### config.mk
export PLATFORM = sky130hd
export DESIGN_NAME = lsu
export DESIGN_NICKNAME = d
export VERILOG_FILES = /design/src/rtl/lsu_pkg.sv /design/src/rtl/lsu_lane_mux.sv /design/src/rtl/lsu.sv
export SDC_FILE = /design/constraint.sdc
export NUM_CORES = 1
export LEC_CHECK = 0
export BUFFER_PORTS_ARGS = -buffer_cell sky130_fd_sc_hd__buf_2
export CAP_MARGIN = 30
export CORE_UTILIZATION = 42
export CTS_CLUSTER_DIAMETER = 150
export DETAILED_ROUTE_END_ITERATION = 12
export GPL_TIMING_DRIVEN = 0
export HOLD_SLACK_MARGIN = 0.1
export PLACE_DENSITY_LB_ADDON = 0.25
export SLEW_MARGIN = 20
export SYNTH_ARGS = -nofsm -noshare
export SYNTH_HDL_FRONTEND = slang
export SYNTH_SLANG_ARGS = --single-unit
### constraint.sdc
create_clock -name clk -period 1.6 [get_ports clk]
set_input_delay 0.08 -clock clk [delete_from_list [all_inputs] [get_ports clk]]
set_output_delay 0.08 -clock clk [all_outputs]
set_load 0.02 [all_outputs]
### src/rtl/lsu_pkg.sv
// -----------------------------------------------------------------------------
// lsu_pkg
// Shared definitions for the load/store unit: access-size encodings and the
// control FSM state type. Imported by lsu and lsu_lane_mux.
// -----------------------------------------------------------------------------
package lsu_pkg;

  localparam logic [1:0] SZ_BYTE = 2'b00;
  localparam logic [1:0] SZ_HALF = 2'b01;
  localparam logic [1:0] SZ_WORD = 2'b10;

  typedef enum logic [2:0] {
    ST_IDLE,
    ST_RD,
    ST_CAP,
    ST_WR,
    ST_RSP
  } state_t;

endpackage

### src/rtl/lsu_lane_mux.sv
// -----------------------------------------------------------------------------
// lsu_lane_mux
// Purely combinational lane logic for the load/store unit.
//   lane    : byte address bits [1:0] of the access (little-endian lanes)
//   size    : access size (SZ_BYTE / SZ_HALF / SZ_WORD)
//   sgn     : 1 = sign-extend loads, 0 = zero-extend
//   rd_word : word read back from data memory
//   ld_data : selected lane, extended to 32 bits
//   wdata   : right-aligned store data          (LSU_SUBWORD_EN only)
//   merged  : rd_word with the store lane(s) replaced (LSU_SUBWORD_EN only)
// Build option: `define LSU_SUBWORD_EN adds the store merge path.
// -----------------------------------------------------------------------------
module lsu_lane_mux
  import lsu_pkg::*;
(
  input  logic [1:0]  lane,
  input  logic [1:0]  size,
  input  logic        sgn,
  input  logic [31:0] rd_word,
`ifdef LSU_SUBWORD_EN
  input  logic [31:0] wdata,
  output logic [31:0] merged,
`endif
  output logic [31:0] ld_data
);

  logic [7:0]  byte_sel;
  logic [15:0] half_sel;

  always_comb begin
    case (lane)
      2'd0:    byte_sel = rd_word[7:0];
      2'd1:    byte_sel = rd_word[15:8];
      2'd2:    byte_sel = rd_word[23:16];
      default: byte_sel = rd_word[31:24];
    endcase
    half_sel = lane[1] ? rd_word[31:16] : rd_word[15:0];

    case (size)
      SZ_BYTE: ld_data = {{24{sgn & byte_sel[7]}}, byte_sel};
      SZ_HALF: ld_data = {{16{sgn & half_sel[15]}}, half_sel};
      default: ld_data = rd_word;
    endcase
  end

`ifdef LSU_SUBWORD_EN
  always_comb begin
    merged = rd_word;
    case (size)
      SZ_BYTE: begin
        case (lane)
          2'd0:    merged[7:0]   = wdata[7:0];
          2'd1:    merged[15:8]  = wdata[7:0];
          2'd2:    merged[23:16] = wdata[7:0];
          default: merged[31:24] = wdata[7:0];
        endcase
      end
      SZ_HALF: begin
        if (lane[1]) merged[31:16] = wdata[15:0];
        else         merged[15:0]  = wdata[15:0];
      end
      default: merged = wdata;
    endcase
  end
`endif

endmodule

### src/rtl/lsu.sv
// -----------------------------------------------------------------------------
// lsu
// Load/store unit between the EX/MEM stage and a word-addressed data memory
// whose read data is registered inside the memory. One request is accepted per
// valid/ready handshake; sub-word stores use read-modify-write.
//
// Parameters: DM_WORDS - number of implemented DM words (higher index = error)
// Ports:
//   clk, rst_n          clock, synchronous active-low reset
//   req_valid/req_ready request handshake (ready only while idle)
//   req_we, req_size, req_signed, req_addr, req_wdata   request fields
//   rsp_valid           one-cycle completion pulse
//   rsp_rdata, rsp_err  load data / error flag, zero outside rsp_valid
//   dm_addr, dm_dmwr, dm_din, dm_dout   data-memory port
// Build option: `define LSU_SUBWORD_EN enables byte/halfword accesses;
// without it only word accesses are legal and the merge path is removed.
// -----------------------------------------------------------------------------
module lsu
  import lsu_pkg::*;
#(
  parameter int DM_WORDS = 32
) (
  input  logic        clk,
  input  logic        rst_n,
  input  logic        req_valid,
  output logic        req_ready,
  input  logic        req_we,
  input  logic [1:0]  req_size,
  input  logic        req_signed,
  input  logic [11:0] req_addr,
  input  logic [31:0] req_wdata,
  output logic        rsp_valid,
  output logic [31:0] rsp_rdata,
  output logic        rsp_err,
  output logic [9:0]  dm_addr,
  output logic        dm_dmwr,
  output logic [31:0] dm_din,
  input  logic [31:0] dm_dout
);

  localparam logic [10:0] DM_LIMIT = 11'(DM_WORDS);

  state_t      state;
  logic        accept;
  logic        req_err;
  logic [1:0]  lane_q;
  logic [1:0]  size_q;
  logic        sgn_q;
  logic [31:0] ld_data;
`ifdef LSU_SUBWORD_EN
  logic        we_q;
  logic [31:0] wdata_q;
  logic [31:0] merged;
`endif

  assign accept = req_valid && req_ready;

  always_comb begin
    case (req_size)
      SZ_BYTE: req_err = 1'b0;
      SZ_HALF: req_err = req_addr[0];
      SZ_WORD: req_err = |req_addr[1:0];
      default: req_err = 1'b1;
    endcase
`ifndef LSU_SUBWORD_EN
    if (req_size != SZ_WORD) req_err = 1'b1;
`endif
    if ({1'b0, req_addr[11:2]} >= DM_LIMIT) req_err = 1'b1;
  end

  // Request fields are only consumed after an accept, so they need no reset.
  always_ff @(posedge clk) begin
    if (accept) begin
      lane_q  <= req_addr[1:0];
      size_q  <= req_size;
      sgn_q   <= req_signed;
`ifdef LSU_SUBWORD_EN
      we_q    <= req_we;
      wdata_q <= req_wdata;
`endif
    end
  end

  lsu_lane_mux u_lane_mux (
    .lane    (lane_q),
    .size    (size_q),
    .sgn     (sgn_q),
    .rd_word (dm_dout),
`ifdef LSU_SUBWORD_EN
    .wdata   (wdata_q),
    .merged  (merged),
`endif
    .ld_data (ld_data)
  );

  // Control FSM; every output is registered and set on the transition into
  // the state that owns it. dm_din doubles as the merge register.
  always_ff @(posedge clk) begin
    if (!rst_n) begin
      state     <= ST_IDLE;
      req_ready <= 1'b0;
      rsp_valid <= 1'b0;
      rsp_err   <= 1'b0;
      rsp_rdata <= '0;
      dm_dmwr   <= 1'b0;
      dm_addr   <= '0;
      dm_din    <= '0;
    end else begin
      case (state)
        ST_IDLE: begin
          if (accept) begin
            req_ready <= 1'b0;
            if (req_err) begin
              state     <= ST_RSP;
              rsp_valid <= 1'b1;
              rsp_err   <= 1'b1;
            end else begin
              dm_addr <= req_addr[11:2];
              if (req_we && req_size == SZ_WORD) begin
                state   <= ST_WR;
                dm_dmwr <= 1'b1;
                dm_din  <= req_wdata;
              end else begin
                state <= ST_RD;
              end
            end
          end else begin
            req_ready <= 1'b1;
          end
        end
        ST_RD: state <= ST_CAP;
        ST_CAP: begin
`ifdef LSU_SUBWORD_EN
          if (we_q) begin
            state   <= ST_WR;
            dm_dmwr <= 1'b1;
            dm_din  <= merged;
          end else
`endif
          begin
            state     <= ST_RSP;
            rsp_valid <= 1'b1;
            rsp_rdata <= ld_data;
          end
        end
        ST_WR: begin
          state     <= ST_RSP;
          dm_dmwr   <= 1'b0;
          dm_din    <= '0;
          rsp_valid <= 1'b1;
        end
        ST_RSP: begin
          state     <= ST_IDLE;
          rsp_valid <= 1'b0;
          rsp_err   <= 1'b0;
          rsp_rdata <= '0;
          req_ready <= 1'b1;
        end
        default: state <= ST_IDLE;
      endcase
    end
  end

endmodule

==> run metrics, run 1 <==
WP data arrival=1940 ps; Port Buffer Count=160; vias per inst=5.138; syn_area_per_cell=about 11 µm²; setup ws final=-97.63 ps; area of the multi-input gates=0.001544 mm²; Rel. slew slack=0.7360; Ant. Diodes=0; clock latency on the worst-skew pair=350 ps; fillers=roughly 630; routability congestion estimate=0.8860; WL final=~11000 µm; drt drc=0; Reg area=0.001780 mm²; actual slew at the worst max-slew pin=a little under 400 ps; RSZ-0062 raised after global routing=true; syn_nets=about 390; number of global-route vias before repair=~3600; Max Fanout on Critical Path=10; Hold WS=~30 ps; Final Cycle Share=1.061; CTS root buffer=clkbuf_8; total track usage=0.2555; Final Max Slew Viols=0; Worst path max stage delay=roughly 540 ps; CP Data Required Time=approximately 1900 ps; synth warn=0; CTS tree=built; Post-DP HPWL=6987 µm; Yosys reg bits=86; crit-path most repeated cell=buf_6; Ports=~160; fin cells=approximately 680; Cell Chain, Critical Path=buf_6 > mux4_2 > nor2_4 > nor3_4 > buf_6 > a221o_1; setup violators final=20; Max clock buf depth=2; failing checks=setup timing; Leakage=approximately 2.7 nW; CTS Sinks=86; Die Width=a little over 90 µm; Max Fclk=between 0.5 and 0.6 GHz; number of synthesized flops with an enable pin=5; status=complete, but fails checks; clk_skew=10.84 ps; crit path capture type=flip-flop; aggregate global routing overflow=0; initial antenna violation count=1; overall power=4.239 mW; fin nets=about 650; leading cell type in the layout, fill and taps excluded=buf_2; Vias=3468; Max Cap Violations=0; router iterations before antenna repair=4; number of hold violations in the final report=0; Mapped Area=0.003446 mm²; Post-Syn Instances=311; Avg WL per Cell=16.03 µm; full die area=around 0.0086 mm²; fin util=0.7044; core area=0.007848 mm²; layout cell share with drive strength beyond 1=0.4241; Antenna Nets Post-Route=0; CTS Buf Count=9; Max VDD drop=between 0.5 and 0.6 mV; crit path time final=roughly 1700 ps; synth unique cells=47; pin count of the biggest net entering global routing=17; most frequent cells in the layout=buf_2, dfxtp_1, dlygate4sd3_1, a22o_1, nand2_1; placed cells=around 570; DR iter-0 viols=roughly 160; Crit Path Category=reg -> reg; fraction of registers with async set or reset after synthesis=0; HP Class=in -> reg; slowest CP cell=mux4_2; CP startpoint kind=flip-flop; Synth Flop Type=dfxtp_1; Hold Buf Count CTS=71; Worst-path clk slew=roughly 100 ps; global-route wire length before repair=roughly 17000 µm; Initial Util=0.4391; H-tree depth=3; register area share after synthesis=0.5142; # rows=32; Cell Pwr Density=~770 mW/mm²; Area Growth Syn to Fin=60.42%; die height=~93 µm
[worst paths after layout]
check	from	depth (start not counted)	slack, ps	to
setup reg to reg	lane_q[1]	6	-100	rsp_rdata[28]
hold reg to reg	rsp_rdata[0]	2	450	rsp_rdata[0]
setup / recovery	lane_q[1]	6	-100	rsp_rdata[28]
hold / removal	dm_dout[31]	2	30	rsp_rdata[31]
[final cells by class]
class	instances	share of cell area
buffer	23	0.03373
tap	102	0.02309
sequential	86	0.3221
timing repair buffer	248	0.3006
multi-input combinational	193	0.2793
clock buffer	9	0.02241
clock inverter	7	0.01403
inverter	7	0.004753
[critical path, delay by kind of cell (launching register included)]
kind	cells	cell delay (ps)
AO/OA/AOI/OAI	1	260
multiplexers	1	540
buffers and inverters	2	250
flip-flops	1	350
AND/OR/NAND/NOR	2	180
[metal layers]
metal / vias up / track usage / part of all wire
met5: - / 0 / 0.0012
met4: 2 / 0.09245 / 0.018
met3: 17 / 0.04762 / 0.050
met2: 124 / 0.4765 / 0.52
met1: 1639 / 0.2865 / 0.41
li1: 1686 / - / -
[flip-flops by register name, indices dropped and copies added, names as in the netlist]
register	cells
dm_addr	10
req_ready	1
dm_dmwr	1
sgn_q	1
rsp_valid	1
lane_q	2
rsp_err	1
rsp_rdata	32
state	3
dm_din	32
size_q	2
[stage by stage]
step | setup TNS [ps] | worst slack, ps | cell area [µm²]
detailed placement | -6964 | -170.6 | 4374
finish | -1319 | -97.63 | 5528
floorplan | -722.1 | -72.21 | 3446
CTS | -1232 | -91.42 | 5439
global route | -2818 | -142.5 | 5528
global placement | -5176 | -146.8 | 4374
[report_power, final]
| part | leakage (nW) | internal, mW | switching (mW) |
|---|---|---|---|
| clock | 0.106 | 0.742 | 0.838 |
| combinational | 1.89 | 0.273 | 0.209 |
| sequential | 0.701 | 2.17 | 0.00752 |
[synth_stat cells (2+ instances only)]
cell type	instances	area share
nor3_1	2	0.0029
nor3b_1	9	0.020
nor4_1	3	0.0054
dfxtp_1	81	0.47
inv_1	7	0.0076
o21ai_0	9	0.013
and4bb_1	2	0.0073
nor2_1	10	0.011
buf_2	10	0.015
mux2i_1	11	0.032
nand2b_1	9	0.016
edfxtp_1	5	0.044
a221o_1	16	0.046
clkbuf_1	6	0.0065
and3_1	5	0.0091
nand2_1	19	0.021
buf_6	9	0.029
nor2b_1	8	0.015
mux2_2	8	0.026
a22o_1	33	0.084
a21oi_1	2	0.0029
nand3b_1	2	0.0044
a221oi_1	2	0.0051
nand3_1	8	0.012
o31ai_1	6	0.013
a22oi_1	7	0.015
a222oi_1	2	0.0058
[repair_timing]
item,4_1_cts,5_1_grt
pin swaps,4,6
setup buffers,10,4
endpoints found under the setup margin,73,64
cloned,3,0
resized for setup,22,25
endpoints found under the hold margin,72,1
[cell families after synthesis]
kind of cell | share of synthesized area
and+or+nand+nor | 0.1576
DFF | 0.5142
AOI/OAI and AO/OA | 0.2030
buffers and inverters | 0.05810
muxes | 0.06464
xor gates and xnor gates | 0.002542
Note: power is estimated with default switching activity, not from simulation.
==> run 2, diff against run 1 <==
--- a/config.mk
+++ b/config.mk
@@ -7,8 +7,10 @@
 export LEC_CHECK = 0
 export BUFFER_PORTS_ARGS = -buffer_cell sky130_fd_sc_hd__buf_2
 export CAP_MARGIN = 30
+export CORE_MARGIN = 4
 export CORE_UTILIZATION = 42
 export CTS_CLUSTER_DIAMETER = 150
+export CTS_CLUSTER_SIZE = 40
 export DETAILED_ROUTE_END_ITERATION = 12
 export GPL_TIMING_DRIVEN = 0
 export HOLD_SLACK_MARGIN = 0.1
==> run 2 against run 1 <==
  * The flow still finishes with violations (setup timing)
  * Non-clock buffer count stayed put
  * Sequential power hardly changed
  * Flip-flop and latch count stayed put
  * Setup slack worse by 17 ps
  * Routed wire length is 1.2% higher
  * Cell area is 0.63% lower
  * Power is 3.8% lower
  * Critical path type unchanged
  * Largest cell class unchanged
  * Largest power group unchanged
==> run metrics, run 2 (same netlist as run 1, synthesis figures left out) <==
Area Growth Syn to Fin=59.40%; CTS root buffer=clkbuf_8; crit path time final=1715 ps; router iterations before antenna repair=5; WL final=10950 µm; Worst-path clk slew=90 ps; Leakage=roughly 2.7 nW; Max Fclk=0.5832 GHz; Final Max Slew Viols=0; aggregate global routing overflow=0; clk_skew=approximately 6 ps; WP data arrival=1950 ps; layout cell share with drive strength beyond 1=0.4143; initial antenna violation count=1; DP Area=between 0.004 and 0.005 mm²; slowest CP cell=mux4_2; core area=approximately 0.008 mm²; status=complete, but fails checks; total track usage=0.2225; CP Data Required Time=1840 ps; Max Cap Violations=0; Die Width=between 90 and 100 µm; Vias=approximately 3500; final setup TNS=-1653 ps; CTS Buf Count=9; clock latency on the worst-skew pair=roughly 350 ps; Max clock buf depth=2; Initial Util=0.4391; Cell Chain, Critical Path=buf_6 > mux4_2 > nor2_4 > nor3_4 > buf_6 > a221o_1; Crit Path Category=reg -> reg; Hold WS=between 20 and 25 ps; CTS Sinks=86; Avg WL per Cell=16.25 µm; number of hold violations in the final report=0; Ports=161; vias per inst=slightly above 5; H-tree depth=3; placed cells=~570; Port Buffer Count=160; Cell Pwr Density=~740 mW/mm²; Post-DP HPWL=between 7000 and 8000 µm; HP Class=in -> reg; Largest regs=dm_din: 32 flops, rsp_rdata: 32 flops, dm_addr: 10 flops; setup violators final=18; fin nets=about 650; setup ws final=-114.6 ps; overall power=about 4.1 mW; crit path capture type=flip-flop; fin util=0.6999; pre-CTS WS=-169.3 ps; drt drc=0; most frequent cells in the layout=buf_2, dfxtp_1, dlygate4sd3_1, a22o_1, nand2_1; RSZ-0062 raised after global routing=true; global-route wire length before repair=about 18000 µm; Antenna Nets Post-Route=0; Max Fanout on Critical Path=10; routability congestion estimate=around 0.88; Hold Buf Count CTS=slightly above 70; pin count of the biggest net entering global routing=16; fin cells=about 670; CTS tree=built; full die area=about 0.01 mm²; Rel. slew slack=0.7145; Final Cycle Share=1.072; actual slew at the worst max-slew pin=approximately 430 ps; crit-path most repeated cell=buf_6; # rows=32; fillers=between 600 and 700; CP startpoint kind=flip-flop; DR iter-0 viols=160; Design Area, Final=~0.0055 mm²; Max VDD drop=0.5375 mV; number of global-route vias before repair=between 3000 and 4000; leading cell type in the layout, fill and taps excluded=buf_2; Ant. Diodes=0; Worst path max stage delay=550 ps; die height=a little under 100 µm; failing checks=setup timing
run 2: cell types whose count changed in the layout (fill, tap and decap cells not counted), moves of 2 or more:
cell        change
nor3b_2         -3
o21ai_1         -2
nor3b_1         +3
buf_4           -2
o21ai_0         +2
clkinv_2        -2
clkinvlp_4      +2
run 2: cell type report:
type / instances / area (µm²) / area share
Buffer: 24 / 203.9 / 0.03713
Multi-Input combinational cell: 193 / 1519 / 0.2765
Inverter: 7 / 26.28 / 0.004784
Timing Repair Buffer: 247 / 1655 / 0.3014
Clock inverter: 5 / 43.79 / 0.007973
Sequential cell: 86 / 1779 / 0.3239
Clock buffer: 10 / 137.6 / 0.02506
Tap cell: 102 / 127.6 / 0.02323
run 2: metal layers:
| layer | GRT usage | share of wire |
|---|---|---|
| met1 | 0.2671 | 0.40 |
| met2 | 0.3900 | 0.51 |
| met3 | 0.06440 | 0.080 |
| met4 | 0.05777 | 0.013 |
| met5 | 0 | 0.00064 |
run 2: final timing paths:
check | cells after the start | startpoint | end | slack [ps]
setup reg to reg | 6 | lane_q[1] | rsp_rdata[20] | -110
hold reg to reg | 2 | rsp_rdata[4] | rsp_rdata[4] | 470
setup / recovery | 6 | lane_q[1] | rsp_rdata[20] | -110
hold / removal | 2 | dm_dout[31] | rsp_rdata[31] | 20
run 2: worst max-delay path, delay by kind of cell, from the launching register on:
family / cells / cell delay, ps
mux: 1 / 550
flops: 1 / 350
buf+inv: 2 / 260
compound gates: 1 / 260
simple gates: 2 / 190
run 2: power breakdown:
group / total [mW] / internal (mW) / switching (mW) / leakage, nW
Sequential: 2.18 / 2.17 / 0.00714 / 0.701
Clock: 1.42 / 0.618 / 0.807 / 0.0869
Combinational: 0.477 / 0.271 / 0.205 / 1.90
run 2: repair_timing:
action / CTS / global route
resized for setup: 22 / 18
gates cloned: 3 / 0
endpoints found under the hold margin: 72 / 1
pin swaps: 3 / 3
buffers inserted: 7 / 6
setup endpoints to repair: 73 / 63
